$ cat src/rtl/channel_serializer_if.sv
// Input-side word handshake for channel_serializer: one INPUT_NUM-lane word per transfer.
interface channel_serializer_if #(
  parameter int INPUT_NUM  = 8,
  parameter int WORD_WIDTH = 8
);
  logic                            s_vld;
  logic                            s_rdy;
  logic [INPUT_NUM*WORD_WIDTH-1:0] s_data;

  modport master (output s_vld, output s_data, input s_rdy);
  modport slave  (input s_vld, input s_data, output s_rdy);
endinterface

$ cat src/rtl/channel_serializer.sv
// Parallel channel words in, LSB-first digit streams out (all lanes in lockstep),
// with guard-bit extension so the downstream digit-serial adder tree cannot overflow.
module channel_serializer #(
  parameter int INPUT_NUM        = 8,
  parameter int INPUT_DATA_WIDTH = 2,
  parameter int WORD_WIDTH       = 8,
  parameter int SIGNED           = 0
) (
  input  logic                                  clk,
  input  logic                                  rst_n,
  input  logic                                  clk_en,
  channel_serializer_if.slave                   s_if,
  output logic [INPUT_NUM*INPUT_DATA_WIDTH-1:0] dout,
  output logic                                  dout_vld,
  output logic                                  first_dout_vld,
  output logic                                  last_dout_vld,
  output logic                                  busy
);

  localparam int GUARD  = $clog2(INPUT_NUM);
  localparam int DIGITS = (WORD_WIDTH + GUARD + INPUT_DATA_WIDTH - 1) / INPUT_DATA_WIDTH;
  localparam int LANE_W = DIGITS * INPUT_DATA_WIDTH;
  localparam int CNT_W  = (DIGITS > 1) ? $clog2(DIGITS) : 1;
  localparam logic [CNT_W-1:0] LAST_CNT = CNT_W'(DIGITS - 1);

  typedef enum logic {IDLE, SHIFT} state_t;
  typedef enum logic [1:0] {LD_NONE, LD_BYPASS, LD_HOLD} load_t;

  state_t                           state_q, state_d;
  logic [CNT_W-1:0]                 cnt_q, cnt_d;
  logic                             hold_full_q, hold_full_d;
  load_t                            load_sel;
  logic                             do_shift;
  logic                             hold_wr;
  logic                             xfer;
  logic [INPUT_NUM*LANE_W-1:0]      sreg_p0;
  logic [INPUT_NUM*WORD_WIDTH-1:0]  hold_p0;

  // Widen every lane to LANE_W bits; guard bits are zero or copies of the lane MSB.
  function automatic logic [INPUT_NUM*LANE_W-1:0] extend_word(
    input logic [INPUT_NUM*WORD_WIDTH-1:0] w
  );
    logic [INPUT_NUM*LANE_W-1:0] r;
    logic signed [WORD_WIDTH-1:0] lane;
    r = '0;
    for (int i = 0; i < INPUT_NUM; i++) begin
      lane = w[i*WORD_WIDTH +: WORD_WIDTH];
      if (SIGNED != 0) r[i*LANE_W +: LANE_W] = LANE_W'(lane);
      else             r[i*LANE_W +: LANE_W] = LANE_W'($unsigned(lane));
    end
    return r;
  endfunction

  function automatic logic [INPUT_NUM*LANE_W-1:0] shift_lanes(
    input logic [INPUT_NUM*LANE_W-1:0] s
  );
    logic [INPUT_NUM*LANE_W-1:0] r;
    r = '0;
    for (int i = 0; i < INPUT_NUM; i++)
      r[i*LANE_W +: LANE_W] = s[i*LANE_W +: LANE_W] >> INPUT_DATA_WIDTH;
    return r;
  endfunction

  assign s_if.s_rdy = clk_en & ~hold_full_q;
  assign xfer       = s_if.s_vld & s_if.s_rdy;

  always_comb begin
    state_d     = state_q;
    cnt_d       = cnt_q;
    hold_full_d = hold_full_q;
    load_sel    = LD_NONE;
    do_shift    = 1'b0;
    hold_wr     = 1'b0;
    if (clk_en) begin
      case (state_q)
        IDLE: begin
          if (xfer) begin
            load_sel = LD_BYPASS;
            cnt_d    = '0;
            state_d  = SHIFT;
          end
        end
        SHIFT: begin
          if (cnt_q != LAST_CNT) begin
            do_shift = 1'b1;
            cnt_d    = cnt_q + CNT_W'(1);
            if (xfer) begin
              hold_wr     = 1'b1;
              hold_full_d = 1'b1;
            end
          end else if (hold_full_q) begin
            load_sel    = LD_HOLD;
            hold_full_d = 1'b0;
            cnt_d       = '0;
          end else if (xfer) begin
            load_sel = LD_BYPASS;
            cnt_d    = '0;
          end else begin
            state_d = IDLE;
            cnt_d   = '0;
          end
        end
        default: state_d = IDLE;
      endcase
    end
  end

  always_ff @(posedge clk or negedge rst_n) begin
    if (!rst_n) begin
      state_q     <= IDLE;
      cnt_q       <= '0;
      hold_full_q <= 1'b0;
    end else begin
      state_q     <= state_d;
      cnt_q       <= cnt_d;
      hold_full_q <= hold_full_d;
    end
  end

  // p0: shift register is cleared by reset so dout reads 0 while idle after reset.
  always_ff @(posedge clk or negedge rst_n) begin
    if (!rst_n) begin
      sreg_p0 <= '0;
    end else begin
      case (load_sel)
        LD_BYPASS: sreg_p0 <= extend_word(s_if.s_data);
        LD_HOLD:   sreg_p0 <= extend_word(hold_p0);
        default:   if (do_shift) sreg_p0 <= shift_lanes(sreg_p0);
      endcase
    end
  end

  always_ff @(posedge clk) begin
    if (hold_wr) hold_p0 <= s_if.s_data;
  end

  always_comb begin
    dout = '0;
    for (int i = 0; i < INPUT_NUM; i++)
      dout[i*INPUT_DATA_WIDTH +: INPUT_DATA_WIDTH] = sreg_p0[i*LANE_W +: INPUT_DATA_WIDTH];
  end

  assign dout_vld       = (state_q == SHIFT);
  assign first_dout_vld = (state_q == SHIFT) && (cnt_q == '0);
  assign last_dout_vld  = (state_q == SHIFT) && (cnt_q == LAST_CNT);
  assign busy           = (state_q == SHIFT) | hold_full_q;

endmodule

$ cat src/flat_wrapper.sv
// flat-port wrapper written by rule: the top's interface ports become plain ports
module channel_serializer_flat 
#(
  parameter int INPUT_NUM        = 8,
  parameter int INPUT_DATA_WIDTH = 2,
  parameter int WORD_WIDTH       = 8,
  parameter int SIGNED           = 0
)
  (clk, rst_n, clk_en, dout, dout_vld, first_dout_vld, last_dout_vld, busy, s_if_s_vld, s_if_s_data, s_if_s_rdy);
  channel_serializer_if #(.INPUT_NUM(INPUT_NUM), .WORD_WIDTH(WORD_WIDTH)) s_if_i ();
  input  logic clk;
  input  logic rst_n;
  input  logic clk_en;
  output logic [INPUT_NUM*INPUT_DATA_WIDTH-1:0] dout;
  output logic dout_vld;
  output logic first_dout_vld;
  output logic last_dout_vld;
  output logic busy;
  input wire logic [$bits(s_if_i.s_vld)-1:0] s_if_s_vld;
  input wire logic [$bits(s_if_i.s_data)-1:0] s_if_s_data;
  output wire logic [$bits(s_if_i.s_rdy)-1:0] s_if_s_rdy;
  assign s_if_i.s_vld = s_if_s_vld;
  assign s_if_i.s_data = s_if_s_data;
  assign s_if_s_rdy = s_if_i.s_rdy;
  channel_serializer #(.INPUT_NUM(INPUT_NUM), .INPUT_DATA_WIDTH(INPUT_DATA_WIDTH), .WORD_WIDTH(WORD_WIDTH), .SIGNED(SIGNED)) u_core (.clk(clk), .rst_n(rst_n), .clk_en(clk_en), .s_if(s_if_i), .dout(dout), .dout_vld(dout_vld), .first_dout_vld(first_dout_vld), .last_dout_vld(last_dout_vld), .busy(busy));
endmodule
$ cat config.mk
export PLATFORM = sky130hd
export DESIGN_NAME = channel_serializer_flat
export DESIGN_NICKNAME = d
export VERILOG_FILES = /design/src/rtl/channel_serializer_if.sv /design/src/rtl/channel_serializer.sv /design/src/flat_wrapper.sv
export SDC_FILE = /design/constraint.sdc
export NUM_CORES = 1
export LEC_CHECK = 0
export ABC_AREA = 1
export BUFFER_PORTS_ARGS = -buffer_cell sky130_fd_sc_hd__buf_4
export CAP_MARGIN = 20
export CORE_MARGIN = 1
export CORE_UTILIZATION = 55
export DETAILED_ROUTE_END_ITERATION = 10
export PLACE_DENSITY = 0.79
export SKIP_LAST_GASP = 1
export SYNTH_ARGS = -nofsm -noshare
export SYNTH_HDL_FRONTEND = slang
export SYNTH_SLANG_ARGS = --single-unit
$ cat constraint.sdc
create_clock -name clk -period 8.1 [get_ports clk]
set_input_delay 0.405 -clock clk [delete_from_list [all_inputs] [get_ports clk]]
set_output_delay 0.405 -clock clk [all_outputs]
set_load 0.01 [all_outputs]
==> qor.txt <==
======================================================================================================
Global-route wire length before repair                                                       21,700 um
Deepest level of the CTS H-tree                                                                      4
HPWL after DPL                                                                                 7800 um
Critical path launch point type                                                              flip-flop
Endpoint class of the critical path                                                          flip-flop
Total negative slack for setup checks                                                             0 ns
Buffer depth of the longest clock path                                                               2
Via count of the first global-routing pass                                                       4,737
Die Width                                                                                       109 um
Row Count                                                                                           38
Final period utilization                                                                         0.429
Number of gates given a new drive strength after cts                                                 0
Buffers added on ports                                                                              88
Count of vias placed by the detailed router                                                      4,974
Max cap viols                                                                                        0
Category of the critical setup timing path                                                flip-flop to flip-flop
Number of post-CTS setup repair buffers                                                              0
Worst-case headroom to the max-slew limit                                                        0.274
Number of clock sinks                                                                              133
Count of antenna diodes in the layout                                                                0
Cell area power density                                                                    254 nW/um^2
Post-CTS Hold Buffers                                                                                0
Critical path cell sequence                                                               inv_1 > nand3_1 > a21oi_1 > ha_4 > nand2_2 > nand2_1 > nand2_1
Initial Utilization                                                                              0.574
Total number of yosys warnings                                                                       0
DRT iter0 DRCs                                                                                     451
Routed length per instance                                                                     14.1 um
Worst-case hold slack                                                                        0.0999 ns
Filler cell count in the final layout                                                              894
Aggregate global routing overflow                                                                    0
Die area                                                                                   12,000 um^2
Portion of the post-synthesis area used by sequential elements                                   0.576
Final count of negative-setup-slack endpoints                                                        0
Remaining routing DRC violations                                                                     0
Synth-to-layout area growth                                                                      18.2%
Top cells by area, synth                                                                  sky130_fd_sc_hd__edfxtp_1 30%, sky130_fd_sc_hd__dfrtp_1 27%, sky130_fd_sc_hd__nand2_1 25%, sky130_fd_sc_hd__nand3_1 5.3%, sky130_fd_sc_hd__buf_2 2.5%
Slew at the pin with the worst max-slew slack                                                  1.09 ns
Count of endpoints failing hold in the final timing report                                           0
Pin count of the biggest net entering global routing                                               115
Ratio of cells with drive above 1 in the final layout                                            0.174
DRT Wirelength                                                                               13,300 um
Syn avg cell area                                                                            8.57 um^2
Master of the slowest instance on the critical path                                       sky130_fd_sc_hd__nand2_2
Tmin final                                                                                     3.48 ns
Area of the multi-input gates                                                                2260 um^2
Critical Path AT                                                                               3.76 ns
Core Area                                                                                  11,000 um^2
Boundary Pins                                                                                       89
Vertical die dimension                                                                          109 um
Clock insertion delay at the later pin of the skew report                                      0.41 ns
Standby leakage power                                                                          3.81 nW
Highest clock rate                                                                           0.288 GHz
Overall global routing resource usage                                                            0.234
Utilization after layout                                                                         0.679
Clock transition at the register clock pins on the worst setup and hold paths after CTS        0.06 ns
Number of distinct library cells after synthesis                                                    20
Nets@finish                                                                                        857
Maximum fanout encountered on the critical timing path                                             114
Footprint of the flip-flops and latches                                                      3650 um^2
Net count after synthesis                                                                          809
Synth Instances                                                                                    739
Fraction of post-synthesis cell area in the top cell type by area                                0.303
Number of search-and-repair iterations in the first detailed-routing pass                            5
Largest incremental delay on the critical path                                                 0.88 ns
Total of flip-flops plus latches after synthesis                                                   133
Post-synth top area cell                                                                  sky130_fd_sc_hd__edfxtp_1
CP required                                                                                    8.39 ns
FF-to-FF Start                                                                            u_core.hold_full_q$_DFFE_PN0P_
Most common cell type on the critical path                                                sky130_fd_sc_hd__nand2_1
Setup repair after global routing missed its margin                                                 no
Overall power consumption                                                                      1.90 mW
Max rail drop VDD                                                                               127 uV
CTS tree                                                                                           yes
Start point of the critical path                                                          u_core.hold_full_q$_DFFE_PN0P_
Status                                                                                    complete, no violations
Max Transition Viols Final                                                                           0
Final Skew                                                                                  0.00822 ns
Placer congestion estimate                                                                       0.748
DRT antenna net count                                                                                0
Vias per std cell                                                                                 5.29
Clock buffer count from CTS                                                                         17
Number of antenna violations at the first check in global routing                                    0
Syn Std Cell Area                                                                            6340 um^2
Hold WC Path Type                                                                         primary input to asynchronous set/reset pin
Clock tree root buffer cell                                                               sky130_fd_sc_hd__clkbuf_16
======================================================================================================
## logic make-up (layout without fill, tap and decap cells)
logic type	after synthesis	count (layout)	share of synthesized area
buffers and inverters	72	133	0.0709
AO/OA/AOI/OAI	23	23	0.0276
AND/OR/NAND/NOR	509	509	0.322
flip-flops	133	133	0.576
adder cells (fa/ha/maj)	2	2	0.00395
## state kept, by name, summed over array words and instances (netlist names)
signal / cells
u_core.hold_p0: 64
u_core.sreg_p0: 64
u_core.cnt_q: 3
u_core.dout_vld: 1
u_core.hold_full_q: 1
## critical path: cells and delay by family (launching register included)
kind | cells | cell delay, ns
simple gates | 4 | 1.47
fa+ha+maj | 1 | 0.87
flops | 1 | 0.42
buf+inv | 1 | 0.13
compound gates | 1 | 0.35
## layer usage
metal	up-vias	share of wire	global-route usage
met2	172	0.49	0.388
met5	-	0	0
met1	2338	0.45	0.313
met4	0	0.0095	0.0610
li1	2450	-	-
met3	14	0.049	0.0533
## report_power, final
part / switching (mW) / total, mW / internal, mW
sequential: 0.0296 / 0.784 / 0.754
combinational: 0.175 / 0.260 / 0.0846
clock: 0.283 / 0.859 / 0.577
total: 0.487 / 1.90 / 1.42
## placed cells by master, fill, tap and decap left out
cell and instances:
sky130_fd_sc_hd__a22o_1 16, sky130_fd_sc_hd__buf_4 90, sky130_fd_sc_hd__nor3_1 1, sky130_fd_sc_hd__clkinv_2 2
sky130_fd_sc_hd__nor2_1 5, sky130_fd_sc_hd__edfxtp_1 64, sky130_fd_sc_hd__clkbuf_16 17, sky130_fd_sc_hd__bufinv_16 6
sky130_fd_sc_hd__a21oi_1 5, sky130_fd_sc_hd__clkinv_4 2, sky130_fd_sc_hd__ha_2 1, sky130_fd_sc_hd__nand2_1 421
sky130_fd_sc_hd__buf_16 1, sky130_fd_sc_hd__clkbuf_1 2, sky130_fd_sc_hd__nand2_2 11, sky130_fd_sc_hd__nand3_2 2
sky130_fd_sc_hd__nor2_4 1, sky130_fd_sc_hd__dfrtp_1 69, sky130_fd_sc_hd__inv_1 8, sky130_fd_sc_hd__nand3_1 67
sky130_fd_sc_hd__inv_2 2, sky130_fd_sc_hd__nand4_1 1, sky130_fd_sc_hd__ha_4 1, sky130_fd_sc_hd__o21ai_0 2
sky130_fd_sc_hd__clkinvlp_4 3
## path summary, 6_finish.rpt
check,end,slack [ns],cells past startpoint
setup / recovery,u_core.sreg_p0[4]$_DFFE_PN0P_,4.62,7
hold / removal,u_core.cnt_q[2]$_DFFE_PN0P_,0.1,1
setup reg to reg,u_core.sreg_p0[4]$_DFFE_PN0P_,4.62,7
hold reg to reg,u_core.sreg_p0[40]$_DFFE_PN0P_,0.51,2
max in group asynchronous,u_core.sreg_p0[62]$_DFFE_PN0P_,7.38,1
min in group clk,u_core.hold_p0[21]$_DFFE_PP_,0.18,1
## layout make-up
cell class	instances	share of cell area
timing repair buffer	91	0.0939
tap	140	0.0234
sequential	133	0.487
clock buffer	19	0.0578
multi-input combinational	534	0.302
clock inverter	13	0.0307
inverter	10	0.00501
## cell usage after synthesis (all sizes together)
library cell / count
dfrtp: 69
buf: 58
ha: 2
nor2: 6
edfxtp: 64
o21ai: 2
inv: 10
a22o: 16
nor3: 1
clkbuf: 4
nand4: 1
nand3: 69
a21oi: 5
nand2: 432
## per-stage QoR
step                instances  instance area (um^2)  setup slack, ns
floorplan                 739                  6340             4.28
global route              940                  7490             4.35
CTS                       939                  7460             4.72
detailed placement        907                  6800             4.75
global placement          907                  6800             4.86
finish                    940                  7490             4.62
Power figures use the tool's default switching activity.
